### config.mk
export PLATFORM = sky130hd
export DESIGN_NAME = subparser_num_arg
export DESIGN_NICKNAME = d
export VERILOG_FILES = /design/src/rtl/subparser_num_arg.sv
export SDC_FILE = /design/constraint.sdc
export NUM_CORES = 1
export LEC_CHECK = 0
export BUFFER_PORTS_ARGS = -buffer_cell sky130_fd_sc_hd__clkbuf_2
export CORE_ASPECT_RATIO = 0.8
export CORE_MARGIN = 2
export CORE_UTILIZATION = 60
export DETAILED_ROUTE_END_ITERATION = 10
export GPL_TIMING_DRIVEN = 0
export PLACE_DENSITY = 0.81
export SYNTH_ARGS = -nofsm -noshare
export SYNTH_HDL_FRONTEND = slang
export SYNTH_SLANG_ARGS = --single-unit
### constraint.sdc
create_clock -name clk -period 6.8 [get_ports clk]
set_input_delay 2.04 -clock clk [delete_from_list [all_inputs] [get_ports clk]]
set_output_delay 2.04 -clock clk [all_outputs]
set_load 0.005 [all_outputs]
### src/rtl/subparser_num_arg.sv
// subparser_num_arg
//   Converts one signed decimal G-code argument (e.g. "-123") read one
//   character at a time from the line reader into a two's-complement value.
//
// Ports
//   clk, reset        : clock, asynchronous active-high reset
//   trigger           : start a parse (only honoured while rdy=1)
//   rdy               : idle, accepting triggers
//   done              : one-cycle pulse when the parse finishes
//   success           : last parse was valid (held until next trigger)
//   newline           : last parse consumed '\n' (held until next trigger)
//   value             : signed result, 0 on failure (held until next trigger)
//   rd_trigger        : one-cycle read request to the reader
//   rd_done, char_in  : reader strobe and the character it delivers
//   rd_rdy, is_empty  : reader can accept a request / reader exhausted
module subparser_num_arg #(
  parameter int NUM_BITS   = 16,
  parameter int MAX_DIGITS = 5
) (
  input  logic                clk,
  input  logic                reset,
  input  logic                trigger,
  input  logic                rd_done,
  input  logic                rd_rdy,
  input  logic                is_empty,
  input  logic [7:0]          char_in,
  output logic                rdy,
  output logic                done,
  output logic                success,
  output logic                newline,
  output logic [NUM_BITS-1:0] value,
  output logic                rd_trigger
);

  localparam int CW = $clog2(MAX_DIGITS + 2);
  localparam int AW = NUM_BITS + 4;
  localparam logic [AW-1:0] LIMIT = {{5{1'b0}}, {(NUM_BITS-1){1'b1}}};

  localparam logic [7:0] CH_SPACE = 8'h20;
  localparam logic [7:0] CH_MINUS = 8'h2D;
  localparam logic [7:0] CH_PLUS  = 8'h2B;
  localparam logic [7:0] CH_NL    = 8'h0A;
  localparam logic [7:0] CH_ZERO  = 8'h30;
  localparam logic [7:0] CH_NINE  = 8'h39;

  typedef enum logic [1:0] {S_IDLE, S_REQ, S_WAIT, S_FIN} state_t;

  state_t              state_q, state_d;
  logic [NUM_BITS-1:0] acc_q, acc_d;
  logic [CW-1:0]       cnt_q, cnt_d;
  logic                neg_q, neg_d;
  logic                sign_seen_q, sign_seen_d;
  logic                success_q, success_d;
  logic                newline_q, newline_d;
  logic [NUM_BITS-1:0] value_q, value_d;

  logic [AW-1:0]       acc_wide;
  logic [CW-1:0]       cnt_inc;
  logic                is_digit;
  logic                fin_go;
  logic                fin_ok;

  always_comb begin
    state_d     = state_q;
    acc_d       = acc_q;
    cnt_d       = cnt_q;
    neg_d       = neg_q;
    sign_seen_d = sign_seen_q;
    success_d   = success_q;
    newline_d   = newline_q;
    value_d     = value_q;
    rd_trigger  = 1'b0;
    fin_go      = 1'b0;
    fin_ok      = 1'b0;

    acc_wide = {4'b0000, acc_q} * AW'(10) + {{(AW-4){1'b0}}, char_in[3:0]};
    cnt_inc  = cnt_q + CW'(1);
    is_digit = (char_in >= CH_ZERO) && (char_in <= CH_NINE);

    unique case (state_q)
      S_IDLE: begin
        if (trigger) begin
          acc_d       = '0;
          cnt_d       = '0;
          neg_d       = 1'b0;
          sign_seen_d = 1'b0;
          success_d   = 1'b0;
          newline_d   = 1'b0;
          value_d     = '0;
          state_d     = S_REQ;
        end
      end
      S_REQ: begin
        // End-of-input takes priority over issuing another read.
        if (is_empty) begin
          fin_go = 1'b1;
          fin_ok = (cnt_q != '0);
        end else if (rd_rdy) begin
          rd_trigger = 1'b1;
          state_d    = S_WAIT;
        end
      end
      S_WAIT: begin
        if (rd_done) begin
          if (char_in == CH_SPACE) begin
            // Leading spaces are skipped; a space after a sign alone is an error.
            if (cnt_q != '0) begin
              fin_go = 1'b1;
              fin_ok = 1'b1;
            end else if (!sign_seen_q) begin
              state_d = S_REQ;
            end else begin
              fin_go = 1'b1;
            end
          end else if (char_in == CH_MINUS || char_in == CH_PLUS) begin
            if (cnt_q == '0 && !sign_seen_q) begin
              sign_seen_d = 1'b1;
              neg_d       = (char_in == CH_MINUS);
              state_d     = S_REQ;
            end else begin
              fin_go = 1'b1;
            end
          end else if (is_digit) begin
            if (cnt_inc > CW'(MAX_DIGITS) || acc_wide > LIMIT) begin
              fin_go = 1'b1;
            end else begin
              acc_d   = acc_wide[NUM_BITS-1:0];
              cnt_d   = cnt_inc;
              state_d = S_REQ;
            end
          end else if (char_in == CH_NL) begin
            newline_d = 1'b1;
            fin_go    = 1'b1;
            fin_ok    = (cnt_q != '0);
          end else begin
            fin_go = 1'b1;
          end
        end
      end
      S_FIN: begin
        state_d = S_IDLE;
      end
      default: state_d = S_IDLE;
    endcase

    // Results are registered on entry to FIN so they are valid with done.
    if (fin_go) begin
      state_d   = S_FIN;
      success_d = fin_ok;
      value_d   = fin_ok ? (neg_q ? ('0 - acc_q) : acc_q) : '0;
    end
  end

  always_ff @(posedge clk or posedge reset) begin
    if (reset) begin
      state_q     <= S_IDLE;
      acc_q       <= '0;
      cnt_q       <= '0;
      neg_q       <= 1'b0;
      sign_seen_q <= 1'b0;
      success_q   <= 1'b0;
      newline_q   <= 1'b0;
      value_q     <= '0;
    end else begin
      state_q     <= state_d;
      acc_q       <= acc_d;
      cnt_q       <= cnt_d;
      neg_q       <= neg_d;
      sign_seen_q <= sign_seen_d;
      success_q   <= success_d;
      newline_q   <= newline_d;
      value_q     <= value_d;
    end
  end

  assign rdy     = (state_q == S_IDLE);
  assign done    = (state_q == S_FIN);
  assign success = success_q;
  assign newline = newline_q;
  assign value   = value_q;

endmodule

==> results, run 1 <==
- The most instantiated library cell after synthesis is sky130_fd_sc_hd__nand2_1.
- In this run the horizontal extent of the chip is 91.4 um.
- The synthesized instance count is 417.
- Counting the buffers created by CTS gives 5.
- STA classifies the critical path endpoint as a register.
- Yosys mapped a number of flops with a built-in enable equal to 0.
- 35 I/O pins were placed.
- The biggest area contributor in the post-synthesis netlist is sky130_fd_sc_hd__dfrtp_1.
- The region available for standard cell placement spans 0.00591 mm2.
- The share of the clock period used by the worst path is 0.806.
- The internal portion of the total power is 0.000440 W.
- By area the synthesized netlist is led by sky130_fd_sc_hd__dfrtp_1 28%, sky130_fd_sc_hd__ha_1 13%, sky130_fd_sc_hd__xnor2_1 7.4%, sky130_fd_sc_hd__mux2i_1 7.1%, sky130_fd_sc_hd__nand2_1 6.9%.
- On the critical path, the stage with the largest delay is an instance of sky130_fd_sc_hd__or4b_4.
- The synthesized area is 0.00367 mm2.
- The maximum clock path buffer count is 2.
- Clock tree synthesis found a total of 41 sinks.
- The total number of yosys warnings is 0.
- The number of standard-cell rows in the floorplan is 25.
- The per-cell via count in the routed design is 5.92.
- The clock transition at the registers of the reported paths is 0.08 ns.
- The number of maximum-capacitance constraint violations is 0.
- The clock arrives with 0.00809 ns of skew.
- The worst voltage drop across the vdd grid is 0.0000973 V.
- The proportion of netlist area held by the largest area contributor is 0.280.
- After legalization and detailed placement, the total HPWL measured 6580 um.
- The violation count after the first detailed-route iteration is 196.
- For this run, asynchronously set or reset flops after synthesis account for 1.00.
- The antenna diode instance count is 0.
- The detailed-route via count is 3184.
- The cell family contributing the most delay on the critical path is simple AND/OR/NAND/NOR gates.
- The summed negative setup slack over all endpoints is 0 ns.
- The first global-routing pass estimated 14400 um of wire.
- The overall die height is 73.9 um.
- In this run the tightest slew margin relative to its limit is 0.425.
- For the worst setup path, the data required time is 7.00 ns.
- The arrival time at the worst endpoint is 5.68 ns.
- The number of distinct standard cells referenced by the synthesized netlist is 59.
- The flow ran to the end, and the final reports show no timing, DRC or antenna violations.
- For this design the total switching power over the nets is 0.000266 W.
- The total of hold buffers inserted after clock tree synthesis is 0.
- The wire length per cell after detailed routing is 15.4 um.
- The total iterations of the first detailed-routing run is 5.
- The placer's final routability congestion estimate is 0.911.
- The number of setup buffers added after CTS is 0.
- The initial antenna violation count was 0.
- At the pin with the least slew margin, the transition time is 0.854 ns.
- The die covers 0.00676 mm2.
- The combined buffer and inverter count along the critical path is 3.
- The highest net fanout along the worst path is 10.
- The area occupied by multi-input gates is 0.00249 mm2.
- The post-detailed-routing wire length is 8310 um.
- The final layout contains 512 nets.
- The share of total power dissipated in sequential elements is 0.376.
- Buffers placed on the I/O ports in this run total 33.
- The initial utilization of the core area, before any placement, comes to 0.621.
- The clock network fraction of total power is 0.227.
- The critical path is of the in2reg type.
- Compared with the post-synthesis result, the final layout area differs by 9.62%.
- The net count of the mapped netlist is 472.
- The via count of the first global-routing pass is 2995.
- Global routing finished with a remaining overflow of 0.
- Setup repair after global routing left no endpoint under its margin.
- The commonest register cell after synthesis is sky130_fd_sc_hd__dfrtp_1.
- Traced cell by cell, the critical path runs through clkbuf_2 > ha_1 > fa_1 > a21oi_1 > nor4b_2 > nand3_1 > or4_4 > or4b_4 > a2111oi_4 > o21a_1 > buf_6 > buf_12 > mux2i_1.
- The number of flip-flops and latches in the synthesized netlist is 41.
- In this run the clock root is driven by a sky130_fd_sc_hd__clkbuf_8.
- The share of the yosys chip area belonging to registers is 0.280.
- For this run, the slowest stage of the critical path takes 0.62 ns.
- The average footprint of a synthesized cell is 8.80 um2.
- The analysis attributes to cell leakage a power of 1.95 nW.
- The overall routing resource usage is 0.260.
- The CTS tree is done.
- The maximum level of the CTS H-tree is 2.
- Of the total power, the share spent switching nets is 0.377.
- The register area is 0.00103 mm2.
- The DRC violation count after routing is 0.
- Entering global routing, the biggest net connects 42 pins.
- The max-slew violation count came to 0.
- Hold is met by 0.525 ns.
- The clock period minus worst slack is 5.48 ns.
- By count the netlist is led by 67 x sky130_fd_sc_hd__nand2_1, 41 x sky130_fd_sc_hd__dfrtp_1, 39 x sky130_fd_sc_hd__ha_1.
- The portion of total power attributed to combinational logic is 0.397.
- The element type at the critical path start is an input port.
- The number of hold violations in the final report came to 0.
- The fraction of final layout cells with drive strength greater than 1 is 0.118.
- The tightest min-delay check is of the reg2reg type.
- Once detail routing completed, the nets flagged for antenna violations numbered 0.
- The number of gates resized after CTS is 0.
- The clock network latency to the later pin of the worst-skew pair is 0.29 ns.
- The number of failing setup endpoints in the final timing report is 0.
- Based on the critical path, the design can be clocked at up to 0.182 GHz.
- The number of filler instances in the final layout is 486.
- Dividing total power by cell area gives a power density of 176 mW/mm2.
-- final cells by class --
cell class	instances	share of cell area
Clock buffer	7	0.0215
Buffer	10	0.0156
Multi-Input combinational cell	343	0.620
Sequential cell	41	0.255
Timing Repair Buffer	33	0.0411
Tap cell	81	0.0252
Inverter	23	0.0215
-- power by group through the flow --
stage | Clock (W) | Combinational (W) | Sequential [W]
6_report | 0.000161 | 0.000280 | 0.000266
5_1_grt | 0.000170 | 0.000310 | 0.000268
4_1_cts | 0.000162 | 0.000278 | 0.000266
3_5_place_dp | 0 | 0.000277 | 0.000270
3_3_place_gp | 0 | 0.000269 | 0.000269
2_1_floorplan | 0 | 0.000212 | 0.000267
-- worst register-to-register path, stage by stage (launching register included) --
cell and delay [ns]:
sky130_fd_sc_hd__dfrtp_1 0.49, sky130_fd_sc_hd__ha_1 0.35, sky130_fd_sc_hd__ha_1 0.26, sky130_fd_sc_hd__fa_1 0.44, sky130_fd_sc_hd__a211oi_2 0.35, sky130_fd_sc_hd__o31ai_4 0.14, sky130_fd_sc_hd__o21ai_0 0.27, sky130_fd_sc_hd__nand2_1 0.20
sky130_fd_sc_hd__or4_4 0.59, sky130_fd_sc_hd__or4b_4 0.62, sky130_fd_sc_hd__a2111oi_4 0.51, sky130_fd_sc_hd__o21a_1 0.21, sky130_fd_sc_hd__buf_6 0.15, sky130_fd_sc_hd__buf_12 0.15, sky130_fd_sc_hd__mux2i_1 0.23
-- through the flow --
stage / cell area (um2) / instances / util / setup slack, ns / power, W
global route: 4020 / 538 / 0.680 / 1.08 / 0.000748
CTS: 4020 / 538 / 0.680 / 1.30 / 0.000706
detailed placement: 3940 / 531 / 0.666 / 1.01 / 0.000547
global placement: 3940 / 531 / 0.666 / 1.11 / 0.000538
floorplan: 3670 / 417 / - / 1.58 / 0.000479
finish: 4020 / 538 / 0.680 / 1.32 / 0.000707
-- worst paths after layout --
kind / startpoint / endpoint / slack (ns) / cells after the start
hold / removal: sign_seen_q$_DFFE_PP0P_ / sign_seen_q$_DFFE_PP0P_ / 0.53 / 2
setup / recovery: char_in[1] / value[5]$_DFFE_PP0P_ / 1.32 / 13
hold reg to reg: sign_seen_q$_DFFE_PP0P_ / sign_seen_q$_DFFE_PP0P_ / 0.53 / 2
min in group asynchronous: reset / value[1]$_DFFE_PP0P_ / 1.91 / 2
max in group asynchronous: reset / value[8]$_DFFE_PP0P_ / 4.35 / 2
setup reg to reg: acc_q[1]$_DFFE_PP0P_ / value[5]$_DFFE_PP0P_ / 1.77 / 14
-- kinds of logic (layout without fill, tap and decap cells) --
| kind of cell | Yosys count | after routing | synth area share |
|---|---|---|---|
| muxes | 26 | 26 | 0.0709 |
| DFF | 41 | 41 | 0.280 |
| adders and majority gates | 41 | 41 | 0.144 |
| buffers and inverters | 33 | 73 | 0.0406 |
| AOI/OAI and AO/OA | 98 | 98 | 0.192 |
| and+or+nand+nor | 145 | 145 | 0.194 |
| xor gates and xnor gates | 33 | 33 | 0.0788 |
-- per-layer routing --
metal  part of all wire  global-route usage  wire length [um]
met5                  0                   0                 0
met4              0.020              0.0724               166
met3              0.043              0.0324               356
met2               0.47               0.435              3860
met1               0.47               0.364              3920
-- registers in the layout, summed over array words and instances, names as in the netlist --
signal,cells
success,1
acc_q,16
sign_seen_q,1
newline,1
value,16
neg_q,1
state_q,2
cnt_q,3
-- layout by cell type (no fill, tap or decap), types with 3 or more instances in the layout --
cell / n
sky130_fd_sc_hd__a21oi_1: 15
sky130_fd_sc_hd__clkbuf_2: 33
sky130_fd_sc_hd__o21a_1: 4
sky130_fd_sc_hd__nand2_1: 67
sky130_fd_sc_hd__or3_1: 5
sky130_fd_sc_hd__a21o_1: 5
sky130_fd_sc_hd__and2_1: 3
sky130_fd_sc_hd__o21ai_0: 29
sky130_fd_sc_hd__o31ai_1: 6
sky130_fd_sc_hd__o2bb2ai_1: 10
sky130_fd_sc_hd__o41ai_1: 3
sky130_fd_sc_hd__nand2b_1: 3
sky130_fd_sc_hd__mux2i_1: 26
sky130_fd_sc_hd__xnor2_1: 31
sky130_fd_sc_hd__nand3_1: 10
sky130_fd_sc_hd__nor3_1: 5
sky130_fd_sc_hd__nand4_1: 3
sky130_fd_sc_hd__inv_1: 22
sky130_fd_sc_hd__ha_1: 39
sky130_fd_sc_hd__clkbuf_1: 8
sky130_fd_sc_hd__clkbuf_8: 6
sky130_fd_sc_hd__o211ai_1: 4
sky130_fd_sc_hd__nor2_1: 23
sky130_fd_sc_hd__nor2b_1: 5
sky130_fd_sc_hd__dfrtp_1: 41
sky130_fd_sc_hd__a211oi_1: 4
Power figures use the tool's default switching activity.
==> run 2: changes to the inputs <==
Settings changed: ABC_AREA set to 1, PLACE_DENSITY 0.81 to 0.8.
Clock period 6.8 ns to 5.58 ns, I/O delays scaled along.
==> results, run 2 <==
- Of the total power, the clock network draws 0.158.
- The synthesized netlist contains 39 unique library cells.
- Before antenna repair, the detailed router went through 5 iterations.
- In the final routed layout, each cell accounts on average for 14.7 um.
- The die area is 0.00740 mm2.
- Row generation in the floorplan step produced 26 rows.
- The wire-length estimate of the detail-placed layout is 8180 um.
- The path category of the worst min-delay check is reg2reg.
- The H-tree was split into 2 levels.
- The switching power total is 0.000782 W.
- The total power density per cell area is 357 mW/mm2.
- For this run, the slowest stage of the critical path takes 0.39 ns.
- The clock network latency to the later pin of the worst-skew pair is 0.31 ns.
- Final hold analysis gives a worst-case slack of 0.517 ns.
- Data on the critical path is required at its endpoint by 5.77 ns.
- The tool flagged a number of max-cap violations equal to 0.
- The fmax is 0.242 GHz.
- The share of the clock period used by the worst path is 0.739.
- The number of ports placed on the die boundary is 35.
- The element type at the critical path start is an input port.
- The core region is 0.00644 mm2.
- For this run, the number of Yosys warnings is 0.
- In this run, synthesis produced a sequential element count of 41.
- For this block, the initial DRC count from the detailed router was 265.
- Of the post-synthesis cell area, the dominant cell type holds 0.254.
- The slowest stage cell on the critical path is sky130_fd_sc_hd__fa_1.
- The portion of total power attributed to combinational logic is 0.583.
- For this design the static power due to leakage is 2.39 nW.
- Sorting the synthesized cells by area gives the leading types as sky130_fd_sc_hd__dfrtp_1 25%, sky130_fd_sc_hd__nand2_1 15%, sky130_fd_sc_hd__ha_1 12%, sky130_fd_sc_hd__nand3_1 6.9%, sky130_fd_sc_hd__inv_1 6.7%.
- The net count of the mapped netlist is 631.
- STA puts the critical path data arrival time at 4.31 ns.
- The sequential cells in the finished layout cover a total of 0.00103 mm2.
- The congestion estimate from routability-driven global placement came to 0.890.
- The share of the Yosys chip area taken by registers is 0.254.
- The per-cell via count in the routed design is 5.60.
- The detailed-route via count is 3928.
- The number of hold violations in the final report is 0.
- Buffers inserted to repair hold after CTS numbered 0.
- The run finished with clean final reports.
- Summing all multi-input logic gate instances after layout gives 0.00263 mm2.
- The cell occurring most often along the worst timing path is sky130_fd_sc_hd__nand2_1.
- The number of antenna diodes in the final layout is 0.
- The worst setup path is captured at a register.
- The wire length of the first global-routing pass is 17100 um.
- Compared with the post-synthesis result, the final layout area differs by 9.67%.
- The commonest non-fill, non-tap cell in the layout is sky130_fd_sc_hd__nand2_1.
- Each instance of the synthesized netlist takes up on average 7.01 um2.
- For this run, the total global-route usage over all layers was measured as 0.295.
- Counting flops with a built-in enable in the synthesized netlist gives 0.
- The smallest clock period supported by the final layout is computed as 4.12 ns.
- In the routed design, unresolved DRC markers number 0.
- After synthesis, the most frequently instantiated cells are 157 x sky130_fd_sc_hd__nand2_1, 72 x sky130_fd_sc_hd__inv_1, 56 x sky130_fd_sc_hd__nand3_1.
- The actual slew at the worst max-slew pin is 0.876 ns.
- Setup violations remaining at the end of the flow were counted as 0.
- The highest net fanout along the worst path is 7.
- In this run the vertical extent of the chip is 77.4 um.
- The pin count of the biggest net entering global routing is 42.
- The number of gates resized after CTS is 0.
- In the layout the commonest cells are 157 x sky130_fd_sc_hd__nand2_1, 71 x sky130_fd_sc_hd__inv_1, 56 x sky130_fd_sc_hd__nand3_1.
- Walking the worst path, the cells encountered are clkbuf_2 > ha_1 > fa_1 > nand2_1 > nand2_1 > nand3_1 > nor2_1 > nand2_1 > nor2_2 > nand3_2 > nor2_2 > nand3b_1 > nor2_1 > nor2_1 > nand4_2 > a21oi_4 > inv_1 > nand2_1 > o21ai_1.
- The number of nets in the layout is 672.
- The clock root buffer is sky130_fd_sc_hd__clkbuf_8.
- Clock tree synthesis found a total of 41 sinks.
- The share of total power dissipated in sequential elements is 0.260.
- The worst voltage drop across the vdd grid is 0.000224 V.
- The utilization of the core after routing is 0.687.
- No sink is reached through more buffers than the 2 on the longest clock path.
- In this run the horizontal extent of the chip is 95.7 um.
- After clock tree synthesis, the clock-pin slew on the worst setup and hold paths is 0.09 ns.
- Port buffering added 34 buffers.
- The internal portion of the total power is 0.000799 W.
- Counting the buffers created by CTS gives 5.
- For this run, the leading register cell type out of synthesis is sky130_fd_sc_hd__dfrtp_1.
- The critical path is of the in2reg type.
- The largest delay contributor family on the critical path is simple AND/OR/NAND/NOR gates.
- The final layout contains routed wiring with a total length of 10300 um.
- The max-slew violation count is 0.
- TritonCTS built the clock tree.
- For this configuration, the core starts out at a cell density of 0.626.
- Setup repair after global routing left no endpoint under its margin.
- Yosys instantiated no cell more often than sky130_fd_sc_hd__nand2_1.
- The number of filler instances in the final layout is 544.
- For this run, asynchronously set or reset flops after synthesis account for 1.00.
- In the final layout, the share of cells above drive strength 1 is 0.176.
- The global-route congestion overflow total is 0.
- The initial antenna violation count is 0.
- After technology mapping, the gate count stands at 576.
- The combined buffer and inverter count along the critical path is 2.
- Measured against its own limit, the worst slew margin works out to 0.415.
- The synthesized area is 0.00404 mm2.
- Clock skew on the completed layout was measured at 0.00897 ns.
- In this run the post-CTS setup repair buffer count came out at 0.
- Adding up every negative setup slack in the final design gives 0 ns.
- The switching share of power is 0.495.
- The cell type with the highest aggregate area in the netlist is sky130_fd_sc_hd__dfrtp_1.
- The residual antenna-violating net count after detailed routing is 0.
- The via count of the first global-routing pass is 3603.
run 2: cell types whose count changed in the layout (fill, tap and decap cells not counted), moves of 14 or more:
cell                      change
sky130_fd_sc_hd__xnor2_1     -29
sky130_fd_sc_hd__nand3_1     +46
sky130_fd_sc_hd__xor2_1      +14
sky130_fd_sc_hd__mux2i_1     -26
sky130_fd_sc_hd__nor2_1      +26
sky130_fd_sc_hd__inv_1       +49
sky130_fd_sc_hd__nand2_1     +90
sky130_fd_sc_hd__nand3_2     +17
run 2: logic make-up after synthesis:
| group | count (synthesis) | share of synthesized area |
|---|---|---|
| XOR/XNOR | 19 | 0.0431 |
| AND/OR/NAND/NOR | 324 | 0.378 |
| buffers and inverters | 86 | 0.0943 |
| flip-flops | 41 | 0.254 |
| adder cells (fa/ha/maj) | 41 | 0.131 |
| AO/OA/AOI/OAI | 65 | 0.0999 |
run 2: worst reg2reg max path: stages (launching register included):
cell and delay (ns):
sky130_fd_sc_hd__dfrtp_1 0.52, sky130_fd_sc_hd__ha_1 0.30, sky130_fd_sc_hd__ha_1 0.27, sky130_fd_sc_hd__fa_1 0.57, sky130_fd_sc_hd__nand2_2 0.07, sky130_fd_sc_hd__nor2_1 0.09, sky130_fd_sc_hd__nand2_1 0.11, sky130_fd_sc_hd__a21oi_4 0.17
sky130_fd_sc_hd__nand3_2 0.12, sky130_fd_sc_hd__nor2_4 0.14, sky130_fd_sc_hd__nand2_2 0.07, sky130_fd_sc_hd__nor2_2 0.14, sky130_fd_sc_hd__nand3_1 0.11, sky130_fd_sc_hd__a21oi_2 0.20, sky130_fd_sc_hd__nand4_2 0.21, sky130_fd_sc_hd__a21oi_4 0.26
sky130_fd_sc_hd__inv_1 0.21, sky130_fd_sc_hd__nand2_1 0.10, sky130_fd_sc_hd__o21ai_1 0.06
run 2: worst paths after layout:
| check | start | endpoint | slack (ns) | depth (start not counted) |
|---|---|---|---|---|
| hold reg to reg | value[8]$_DFFE_PP0P_ | value[8]$_DFFE_PP0P_ | 0.52 | 2 |
| setup reg to reg | acc_q[3]$_DFFE_PP0P_ | acc_q[9]$_DFFE_PP0P_ | 1.74 | 18 |
| setup / recovery | char_in[1] | acc_q[9]$_DFFE_PP0P_ | 1.46 | 19 |
| min in group asynchronous | reset | success$_DFFE_PP0P_ | 1.52 | 2 |
| max in group asynchronous | reset | state_q[0]$_DFFE_PP0P_ | 3.50 | 2 |
| hold / removal | value[8]$_DFFE_PP0P_ | value[8]$_DFFE_PP0P_ | 0.52 | 2 |
run 2: metrics by stage:
step / power, W / setup WS [ns] / instances / area (um2)
after global routing: 0.00171 / 1.26 / 702 / 4430
after global placement: 0.00129 / 1.28 / 694 / 4310
final: 0.00158 / 1.46 / 702 / 4430
after detailed placement: 0.00132 / 1.20 / 694 / 4310
after floorplan: 0.00110 / 1.78 / 576 / 4040
after CTS: 0.00157 / 1.51 / 702 / 4430
run 2: routing by layer:
layer,track usage,up-vias,share of wire
met5,0,-,0
met4,0.0629,0,0.011
met3,0.0437,14,0.062
met2,0.463,121,0.45
met1,0.430,1835,0.48
li1,-,1958,-
run 2: power by group through the flow:
stage / clock network [W] / logic (W) / registers (W)
after global placement: 0 / 0.000876 / 0.000413
after floorplan: 0 / 0.000705 / 0.000392
final: 0.000249 / 0.000921 / 0.000410
after detailed placement: 0 / 0.000905 / 0.000414
after global routing: 0.000262 / 0.00103 / 0.000417
after CTS: 0.000251 / 0.000911 / 0.000409
run 2: area by class of cell:
| type | count | area share |
|---|---|---|
| sequential | 41 | 0.232 |
| multi-input combinational | 449 | 0.594 |
| clock buffer | 5 | 0.0155 |
| tap | 84 | 0.0237 |
| clock inverter | 3 | 0.0105 |
| buffer | 10 | 0.0215 |
| inverter | 76 | 0.0645 |
| timing repair buffer | 34 | 0.0385 |
